### config.mk
export PLATFORM = sky130hd
export DESIGN_NAME = dac_fifo_rd_ctrl
export DESIGN_NICKNAME = d
export VERILOG_FILES = /design/src/rtl/dac_fifo_rd_ctrl.sv
export SDC_FILE = /design/constraint.sdc
export NUM_CORES = 1
export LEC_CHECK = 0
export CORE_AREA = 2 2 99 101
export DETAILED_ROUTE_END_ITERATION = 10
export DIE_AREA = 0 0 101 103
export MAX_ROUTING_LAYER = met4
export PLACE_DENSITY = 0.73
export SLEW_MARGIN = 10
export SYNTH_ARGS = -nofsm -noshare
export SYNTH_HDL_FRONTEND = slang
export SYNTH_SLANG_ARGS = --single-unit
### constraint.sdc
create_clock -name rd_clk -period 1.7 [get_ports rd_clk]
set_clock_uncertainty 0.15 [all_clocks]
set_input_delay 0.34 -clock rd_clk [delete_from_list [all_inputs] [get_ports rd_clk]]
set_output_delay 0.34 -clock rd_clk [all_outputs]
set_load 0.01 [all_outputs]
### src/rtl/dac_fifo_rd_ctrl.sv
// dac_fifo_rd_ctrl: read-side sequencer for the 4-lane DAC sample FIFO bank.
// Waits for the FIFO to prefill to PREFILL entries, then streams one sample
// per cycle to the DAC. An underflow mutes the output, bumps a saturating
// event counter and re-arms the prefill wait.
//
// Optional feature macro: DAC_CTRL_HOLD_LAST_EN
//   defined   -> dac_data holds the last valid sample while dac_valid=0
//   undefined -> dac_data is forced to zero while dac_valid=0
module dac_fifo_rd_ctrl #(
  parameter int DW      = 16,
  parameter int LANES   = 4,
  parameter int CNT_W   = 10,
  parameter int PREFILL = 256
) (
  input  logic                  rd_clk,
  input  logic                  rd_rst_n,
  input  logic                  enable,
  input  logic                  fifo_empty,
  input  logic [CNT_W-1:0]      fifo_rd_count,
  input  logic [LANES*DW-1:0]   fifo_dout,
  input  logic                  cnt_clr,
  output logic                  fifo_rd_en,
  output logic [LANES*DW-1:0]   dac_data,
  output logic                  dac_valid,
  output logic [1:0]            state,
  output logic                  underflow_pulse,
  output logic [15:0]           underflow_cnt
);

  typedef enum logic [1:0] {
    ST_IDLE    = 2'd0,
    ST_PREFILL = 2'd1,
    ST_RUN     = 2'd2,
    ST_UFLOW   = 2'd3
  } state_e;

  // One extra bit so a PREFILL equal to the full count range still compares correctly.
  localparam logic [CNT_W:0] PREFILL_C = PREFILL[CNT_W:0];
  localparam logic [15:0]    CNT_MAX   = 16'hFFFF;

  state_e                state_q, state_d;
  logic                  rd_vld_q;
  logic                  dac_valid_q, dac_valid_d;
  logic [LANES*DW-1:0]   dac_data_q, dac_data_d;
  logic                  pulse_q, pulse_d;
  logic [15:0]           cnt_q, cnt_d;
  logic                  thresh_ok_s;
  logic                  rd_en_s;

  assign thresh_ok_s = ({1'b0, fifo_rd_count} >= PREFILL_C);

  // Read strobe: only in RUN, only while requested, never into an empty FIFO.
  assign rd_en_s = (state_q == ST_RUN) & enable & ~fifo_empty;

  // Next-state logic; disable wins over underflow in RUN.
  always_comb begin
    state_d = state_q;
    case (state_q)
      ST_IDLE: begin
        if (enable) state_d = ST_PREFILL;
        else        state_d = ST_IDLE;
      end
      ST_PREFILL: begin
        if (!enable)          state_d = ST_IDLE;
        else if (thresh_ok_s) state_d = ST_RUN;
        else                  state_d = ST_PREFILL;
      end
      ST_RUN: begin
        if (!enable)         state_d = ST_IDLE;
        else if (fifo_empty) state_d = ST_UFLOW;
        else                 state_d = ST_RUN;
      end
      ST_UFLOW: begin
        if (enable) state_d = ST_PREFILL;
        else        state_d = ST_IDLE;
      end
      default: state_d = ST_IDLE;
    endcase
  end

  // Underflow event detection and saturating counter; clear beats increment.
  always_comb begin
    pulse_d = (state_q == ST_RUN) && (state_d == ST_UFLOW);
    cnt_d   = cnt_q;
    if (cnt_clr) begin
      cnt_d = 16'h0000;
    end else if (pulse_d && (cnt_q != CNT_MAX)) begin
      cnt_d = cnt_q + 16'h0001;
    end else begin
      cnt_d = cnt_q;
    end
  end

  // Output stage: a sample is real exactly when the read issued two cycles ago lands.
  always_comb begin
    dac_valid_d = rd_vld_q;
    dac_data_d  = dac_data_q;
    if (rd_vld_q) begin
      dac_data_d = fifo_dout;
    end else begin
`ifdef DAC_CTRL_HOLD_LAST_EN
      dac_data_d = dac_data_q;
`else
      dac_data_d = {(LANES*DW){1'b0}};
`endif
    end
  end

  // State, read-valid pipeline, DAC outputs and underflow bookkeeping registers.
  always_ff @(posedge rd_clk or negedge rd_rst_n) begin
    if (!rd_rst_n) begin
      state_q     <= ST_IDLE;
      rd_vld_q    <= 1'b0;
      dac_valid_q <= 1'b0;
      dac_data_q  <= {(LANES*DW){1'b0}};
      pulse_q     <= 1'b0;
      cnt_q       <= 16'h0000;
    end else begin
      state_q     <= state_d;
      rd_vld_q    <= rd_en_s;
      dac_valid_q <= dac_valid_d;
      dac_data_q  <= dac_data_d;
      pulse_q     <= pulse_d;
      cnt_q       <= cnt_d;
    end
  end

  assign fifo_rd_en      = rd_en_s;
  assign dac_data        = dac_data_q;
  assign dac_valid       = dac_valid_q;
  assign state           = state_q;
  assign underflow_pulse = pulse_q;
  assign underflow_cnt   = cnt_q;

endmodule

==> results of run 1 <==
[metrics by stage]
stage / setup slack, ns / power, mW / utilization / cells
finish: -0.2040 / 4.233 / 0.6048 / 598
global route: -0.2458 / 4.433 / 0.6048 / 598
CTS: -0.2088 / 4.282 / 0.5937 / 591
detailed placement: -0.4042 / 2.949 / 0.5681 / 563
global placement: -0.3724 / 2.928 / 0.5681 / 563
floorplan: -0.1645 / 2.422 / - / 267
[state kept, by name (all words and copies together) (netlist names)]
signal and cells:
dac_data 64, dac_valid 1, dac_valid_d 1, state 2, underflow_cnt 16, underflow_pulse 1
[layout by cell type, fill, tap and decap left out, types with 3 or more instances in the layout]
cell type | Yosys | layout
dfrtp_1 | 85 | 79
dlygate4sd2_1 | 0 | 70
clkdlybuf4s50_1 | 0 | 69
and2_1 | 65 | 65
buf_4 | 0 | 49
nor2_1 | 11 | 10
clkbuf_8 | 0 | 10
nor2b_1 | 9 | 9
nand2_1 | 10 | 8
clkdlybuf4s15_1 | 0 | 8
nand3_1 | 7 | 6
buf_12 | 0 | 6
dfrtp_2 | 0 | 6
and3_1 | 5 | 5
mux2_4 | 0 | 5
clkbuf_2 | 0 | 5
inv_1 | 6 | 4
a21oi_1 | 5 | 4
nor4_2 | 1 | 4
a211oi_2 | 0 | 4
o21ai_0 | 3 | 3
nand3_4 | 0 | 3
o31ai_1 | 3 | 3
or4_1 | 3 | 3
mux2_1 | 8 | 3
[layout make-up]
type                    instances  area, sq um
fillers                       797         3739
flip-flops and latches         85         2135
repair buffers                212         1959
multi-input cells             165         1284
clock buffers                  12        145.1
well taps                     114        142.6
clock inverters                 4        32.53
inverters                       6        22.52
[cell families (layout without fill, tap and decap cells)]
family | Yosys count | in the layout
AND/OR/NAND/NOR | 128 | 128
flip-flops | 85 | 85
AO/OA/AOI/OAI | 24 | 24
buffers and inverters | 17 | 234
multiplexers | 10 | 10
adder cells (fa/ha/maj) | 3 | 3
[worst min-delay path, stage by stage]
cell and delay [ns]:
dlygate4sd3_1 0.53, buf_4 0.12, buf_12 0.25
[power breakdown]
group / internal, mW / total (mW) / switching (mW)
combinational: 0.451 / 0.792 / 0.341
clock: 0.580 / 1.32 / 0.738
sequential: 2.09 / 2.12 / 0.0293
total: 3.12 / 4.23 / 1.11
[layer usage]
layer	wire, microns	global-route usage	part of all wire	vias up
li1	-	-	-	1315
met1	3615	0.2048	0.42	1337
met2	4314	0.2897	0.50	110
met3	538	0.05559	0.062	18
met4	199	0.07796	0.023	0
met5	0	-	0	-
[worst max-delay path by stage]
stage          slack (ns)           endpoint        from
6_report            -0.20  underflow_cnt[15]    state[1]
4_1_cts             -0.21  underflow_cnt[15]    state[1]
3_3_place_gp        -0.37         fifo_rd_en      enable
3_5_place_dp        -0.40   underflow_cnt[8]  fifo_empty
2_1_floorplan       -0.16   underflow_cnt[8]    state[0]
5_1_grt             -0.25   underflow_cnt[9]    state[0]
[repair_timing]
action,in CTS,in global routing
endpoints found under the setup margin,101,28
pin swaps,10,7
hold buffers,1,0
resized for setup,107,22
endpoints found under the hold margin,85,0
cloned,0,1
setup buffers,11,6
==> Flow_metrics.wiki, run 1 <==
{| class="wikitable"
! Metric !! Value
|-
| Run status || complete, but fails checks
|-
| Violations in the final reports || negative setup slack
|-
| Worst hold slack || 0.3545 ns
|-
| Final RePlAce weighted congestion || 0.7584
|-
| Clock-pin slew on the worst setup and hold paths || 0.09 ns
|-
| Sum of buffers and inverters on the critical path || 1
|-
| Startpoint of the most critical register-to-register path || state[1]
|-
| Leakage dissipation || 2.962 nW
|-
| Max-slew headroom at the worst pin || 0.6947
|-
| Mean instance size in the synthesized netlist || 12.36 sq um
|-
| Simple-gate area share of the yosys netlist || 0.2400
|-
| Worst-path cell with the longest stage delay || dfrtp_2
|-
| Placed wire-length estimate after detailed placement || 6092 microns
|-
| Time the worst path needs with I/O delays and setup || 1.904 ns
|-
| Ratio of total power to cell area || 739.9 nW/um^2
|-
| All-Layer GR Usage || 0.1785
|-
| Worst endpoint required time || 1.80 ns
|-
| Count of flip-flops with a built-in enable after synthesis || 0
|-
| Starting DRC count in detailed routing || 28
|-
| Internal reg-to-reg setup slack || -0.20 ns
|-
| IO Count || 164
|-
| Fraction of the yosys area taken by sequential cells || 0.6447
|-
| Post-synthesis adder-cell area fraction || 0.01138
|-
| Post-detailed-route wirelength per cell || 14.49 microns
|-
| Share of final-layout standard cells stronger than drive strength 1 || 0.2438
|-
| I/O Buffers || 155
|-
| Final Routed Wirelength || 8668 microns
|-
| Number of routed nets with antenna violations || 0
|-
| CTS buffer count || 9
|-
| Antenna violations before repair || 0
|-
| Post-Synthesis Cell Area || 3299 sq um
|-
| X dimension of the die || 101 microns
|-
| Number of synthesis warnings || 0
|-
| Setup crit start kind || register
|-
| Critical Path Stages || 6
|-
| Clock tree sinks || 85
|-
| Crit path max-delay family || flip-flops
|-
| Pin count of the biggest net entering global routing || 66
|-
| Pins Over Slew Limit || 0
|-
| # DRC || 0
|-
| Min-delay worst type || in -> async
|-
| FP Rows || 36
|-
| Core region area || 9459 sq um
|-
| Biggest area consumer among synthesized cells || dfrtp_1
|-
| Root buffer selected by CTS || clkbuf_8
|-
| Largest family of logic cells by synthesized area || simple AND/OR/NAND/NOR gates
|-
| Yosys top cell area share || 0.6447
|-
| Chip Height || 103 microns
|-
| Async set-or-reset flop fraction in the synthesized netlist || 1.000
|-
| Vias after detailed routing || 2780
|-
| Mux contribution to synthesized area || 0.03375
|-
| Post-route cell area || 5720 sq um
|-
| Number of global-route vias before repair || 2909
|-
| Arr. time, crit path || 2.00 ns
|-
| Cell types with the largest area share after synthesis || dfrtp_1 (64%), and2_1 (12%), mux2_1 (2.7%)
|-
| Maximum clock rate || 525.2 MHz
|-
| First-pass GRT wire length || 13770 microns
|-
| Post-Route Setup TNS || -2.152 ns
|-
| Worst Path Class, Setup || reg -> reg
|-
| Clock latency reported for the late side of the worst-skew pair || 0.36 ns
|-
| Final #Nets || 561
|-
| Synthesized netlist cell count || 267
|-
| Compound-cell area share of the yosys netlist || 0.05006
|-
| Top FF cell, synth || dfrtp_1
|-
| TritonCTS clock tree || built
|-
| Most frequent cell after synthesis || dfrtp_1
|-
| Max incr delay on CP || 0.44 ns
|-
| Synth Register Bits || 85
|-
| Starting utilization of the core area || 0.3488
|-
| Critical path, cell by cell || ha_4, o211a_4, buf_12, nand4_4, nor4_2, mux2_2
|-
| First-pass iteration count of the detailed router || 4
|-
| Part of the cycle the worst path needs || 1.120
|-
| Fin worst setup slack || -0.2040 ns
|-
| Worst supply voltage drop on vdd || 0.4226 mV
|-
| Reg2Reg Capture Point || underflow_cnt[15]
|-
| Overflow left after global routing || 0
|-
| Max FO, Critical Path || 5
|-
| Maximum level of the CTS H-tree || 3
|-
| Post-Syn Nets || 349
|-
| Final hold violations || 0
|-
| Clock Tree Buf Depth || 2
|-
| Routed vias/inst || 4.649
|-
| Critical path endpoint category || register
|-
| Xor-xnor portion of the synthesized cell area || 0
|-
| Die footprint || 10400 sq um
|-
| Depth of the most critical reg-to-reg path || 6
|-
| Final Setup Violations || 15
|-
| Maxcap violations || 0
|-
| Post-detailed-placement cell area || 5374 sq um
|-
| Growth of design area from synthesis to finish || 73.38%
|-
| Transition time at the pin with the least slew margin || 0.4542 ns
|-
| Number of inserted diodes || 0
|-
| Cell types with the highest counts after synthesis || dfrtp_1 (85), and2_1 (65), nor2_1 (11), nand2_1 (10)
|-
| Unique cell type count in the Yosys netlist || 37
|-
| RSZ-0062 raised after global routing || yes
|}
No activity file was read; power rests on OpenSTA's default activity.
==> inputs of run 2 (changes only) <==
--- a/config.mk
+++ b/config.mk
@@ -5,11 +5,10 @@
 export SDC_FILE = /design/constraint.sdc
 export NUM_CORES = 1
 export LEC_CHECK = 0
-export CORE_AREA = 2 2 99 101
+export CORE_AREA = 2 2 85 168
 export DETAILED_ROUTE_END_ITERATION = 10
-export DIE_AREA = 0 0 101 103
-export MAX_ROUTING_LAYER = met4
-export PLACE_DENSITY = 0.73
+export DIE_AREA = 0 0 87 170
+export PLACE_DENSITY = 0.53
 export SLEW_MARGIN = 10
 export SYNTH_ARGS = -nofsm -noshare
 export SYNTH_HDL_FRONTEND = slang
==> run 2 against run 1 <==
  * The run still ends with negative setup slack left
  * Critical path depth up 1
  * Worst setup slack worse by 0.031 ns
  * Utilization down 16 points
  * Wire length up 20%
  * Via count down 0.61%
  * Design area up 3.9%
==> Flow_metrics.wiki, run 2 (synthesized netlist as in run 1, its figures left out) <==
{| class="wikitable"
! Metric !! Value
|-
| Run status || complete, but fails checks
|-
| Violations in the final reports || negative setup slack
|-
| Fin worst setup slack || -0.2350 ns (-0.03096 ns)
|-
| Clock Tree Buf Depth || 2 (unchanged)
|-
| Final #Nets || 558 (-0.53%)
|-
| Routed vias/inst || 4.351 (-6.4%)
|-
| Sum of buffers and inverters on the critical path || 2 (+1)
|-
| # DRC || 0 (unchanged)
|-
| Final Setup Violations || 17 (+2)
|-
| Ratio of total power to cell area || 856.7 nW/um^2 (+16%)
|-
| Min-delay worst type || in -> async
|-
| Core region area || 13440 sq um (+42%)
|-
| Post-detailed-route wirelength per cell || 16.33 microns (+13%)
|-
| Chip Height || 170 microns (+65%)
|-
| All-Layer GR Usage || 0.1472 (-0.03131)
|-
| Switching power total || 1.222 mW (+10%)
|-
| Setup WS pre-CTS || -0.4236 ns (-0.01945 ns)
|-
| Arr. time, crit path || 2.06 ns (+0.06 ns)
|-
| Starting DRC count in detailed routing || 85 (+200%)
|-
| Post-route cell area || 5946 sq um (+3.9%)
|-
| Part of the cycle the worst path needs || 1.138 (+0.01821)
|-
| Number of inserted diodes || 0 (unchanged)
|-
| Total internal power || 3.871 mW (+24%)
|-
| Internal reg-to-reg setup slack || -0.23 ns (-0.03 ns)
|-
| First-pass GRT wire length || 16150 microns (+17%)
|-
| Placed wire-length estimate after detailed placement || 7618 microns (+25%)
|-
| Setup crit start kind || register
|-
| Vias after detailed routing || 2763 (-0.61%)
|-
| Clock latency reported for the late side of the worst-skew pair || 0.34 ns (-0.02 ns)
|-
| Worst endpoint required time || 1.82 ns (+0.02 ns)
|-
| Number of global-route vias before repair || 2988 (+2.7%)
|-
| Switching portion of total power || 0.2400 (-0.02185)
|-
| Reg2Reg Capture Point || underflow_cnt[13]
|-
| Critical path, cell by cell || inv_2, ha_4, o211a_4, buf_6, nand4_4, or4_4, a21oi_2
|-
| Pins Over Slew Limit || 0 (unchanged)
|-
| FP Rows || 60 (+67%)
|-
| Die footprint || 14790 sq um (+42%)
|-
| Number of flip-flops under the largest register name || 64 (unchanged)
|-
| First-pass iteration count of the detailed router || 4 (unchanged)
|-
| TritonCTS clock tree || built
|-
| Relative contribution of sequential cells to total power || 0.418 (-0.083)
|-
| Comb power frac || 0.162 (-0.025)
|-
| IO Count || 164 (unchanged)
|-
| Final hold violations || 0 (unchanged)
|-
| Starting utilization of the core area || 0.2455 (-0.1033)
|-
| Most frequent standard cell in the layout excluding fill and tap cells || dfrtp_1
|-
| Worst supply voltage drop on vdd || 0.4216 mV (-0.24%)
|-
| Time the worst path needs with I/O delays and setup || 1.935 ns (+0.03096 ns)
|-
| Clock-pin slew on the worst setup and hold paths || 0.07 ns (-0.02 ns)
|-
| Root buffer selected by CTS || clkbuf_16
|-
| Worst Path Class, Setup || reg -> reg
|-
| CTS buffer count || 9 (unchanged)
|-
| Max incr delay on CP || 0.45 ns (about the same)
|-
| Overflow left after global routing || 0 (unchanged)
|-
| Fill count || 1257 (+58%)
|-
| Post-detailed-placement cell area || 5423 sq um (+0.91%)
|-
| Number of routed nets with antenna violations || 0 (unchanged)
|-
| Critical path endpoint category || register
|-
| Final cell utilization of the core || 0.4425 (-0.1623)
|-
| Depth of the most critical reg-to-reg path || 7 (+1)
|-
| Max FO, Critical Path || 5 (unchanged)
|-
| Clock network power share || 0.420 (+0.109)
|-
| Maximum level of the CTS H-tree || 3 (unchanged)
|-
| Growth of design area from synthesis to finish || 80.20%
|-
| I/O Buffers || 155 (unchanged)
|-
| Final RePlAce weighted congestion || 0.7649 (+0.86%)
|-
| Maxcap violations || 0 (unchanged)
|-
| Transition time at the pin with the least slew margin || 0.5104 ns (+0.05618 ns)
|-
| Leakage dissipation || 3.179 nW (+7.3%)
|-
| Antenna violations before repair || 0 (unchanged)
|-
| Crit path max-delay family || simple AND/OR/NAND/NOR gates
|-
| Share of final-layout standard cells stronger than drive strength 1 || 0.2479 (+0.004115)
|-
| Startpoint of the most critical register-to-register path || state[0]
|-
| Clock tree sinks || 85 (unchanged)
|-
| Post-Route Setup TNS || -2.702 ns (-0.5495 ns)
|-
| Pin count of the biggest net entering global routing || 66 (unchanged)
|-
| Maximum clock rate || 516.8 MHz (-1.6%)
|-
| RSZ-0062 raised after global routing || yes
|-
| Final Routed Wirelength || 10370 microns (+20%)
|-
| X dimension of the die || 87 microns (-14%)
|-
| Max-slew headroom at the worst pin || 0.6598 (-0.03493)
|-
| Worst-path cell with the longest stage delay || or4_4
|-
| Commonest non-fill, non-tap cells in the layout || dfrtp_1 (80), dlygate4sd2_1 (70), clkdlybuf4s50_1 (69)
|}
run 2: per-stage QoR:
stage | std cells | total power, mW | hold WS [ns]
after floorplan | 267 | 2.422 | -0.1056
after detailed placement | 607 | 2.920 | 0.1944
final | 635 | 5.094 | 0.3745
after CTS | 633 | 5.135 | 0.4001
after global placement | 607 | 2.914 | 0.1946
after global routing | 635 | 5.326 | 0.3976
run 2: power by group through the flow:
stage               combinational (mW)  sequential, mW  clock, mW
global route                     0.900            2.14       2.29
finish                           0.827            2.13       2.14
CTS                              0.794            2.13       2.21
global placement                 0.747            2.17          0
floorplan                        0.213            2.21          0
detailed placement               0.748            2.17          0
run 2: worst max path at each step:
| stage | cells past startpoint | start | to |
|---|---|---|---|
| global route | 7 | state[0] | underflow_cnt[13] |
| global placement | 4 | enable | fifo_rd_en |
| detailed placement | 6 | fifo_empty | underflow_cnt[14] |
| CTS | 7 | state[0] | underflow_cnt[9] |
| finish | 7 | state[0] | underflow_cnt[13] |
| floorplan | 6 | state[0] | underflow_cnt[8] |
run 2: layout make-up:
| cell class | instances | area, sq um | area share |
|---|---|---|---|
| clock buffer | 9 | 225.2 | 0.03788 |
| clock inverter | 6 | 96.34 | 0.01620 |
| inverter | 6 | 25.02 | 0.004209 |
| multi-input combinational | 165 | 1324 | 0.2226 |
| sequential | 85 | 2133 | 0.3588 |
| tap | 155 | 193.9 | 0.03262 |
| timing repair buffer | 209 | 1948 | 0.3277 |
run 2: timing repair:
action / in CTS / in global routing
setup endpoints to repair: 95 / 29
resized for setup: 113 / 24
hold endpoints to repair: 85 / 0
hold buffers: 1 / 0
pin swaps: 11 / 8
buffers inserted: 11 / 2
run 2: worst reg2reg max path, cell delays in order, from the launching register on:
cell	delay, ns
dfrtp_1	0.39
inv_2	0.06
ha_4	0.27
o211a_4	0.20
buf_6	0.10
nand4_4	0.12
or4_4	0.46
a21oi_2	0.13
run 2: metal layers:
metal	wire (microns)	vias to the layer above	share of wire	global-route usage
met2	6241	90	0.60	0.2931
li1	-	1308	-	-
met4	266	0	0.026	0.06454
met5	0	-	0	0
met1	3367	1350	0.32	0.1321
met3	496	15	0.048	0.03637
==> inputs of run 3 (changes only) <==
--- a/config.mk
+++ b/config.mk
@@ -6,6 +6,7 @@
 export NUM_CORES = 1
 export LEC_CHECK = 0
 export CORE_AREA = 2 2 85 168
+export CTS_CLUSTER_DIAMETER = 150
 export DETAILED_ROUTE_END_ITERATION = 10
 export DIE_AREA = 0 0 87 170
 export PLACE_DENSITY = 0.53
==> results of run 3 <==
No change in the layout: final DEF, timing and power equal those of run 2.
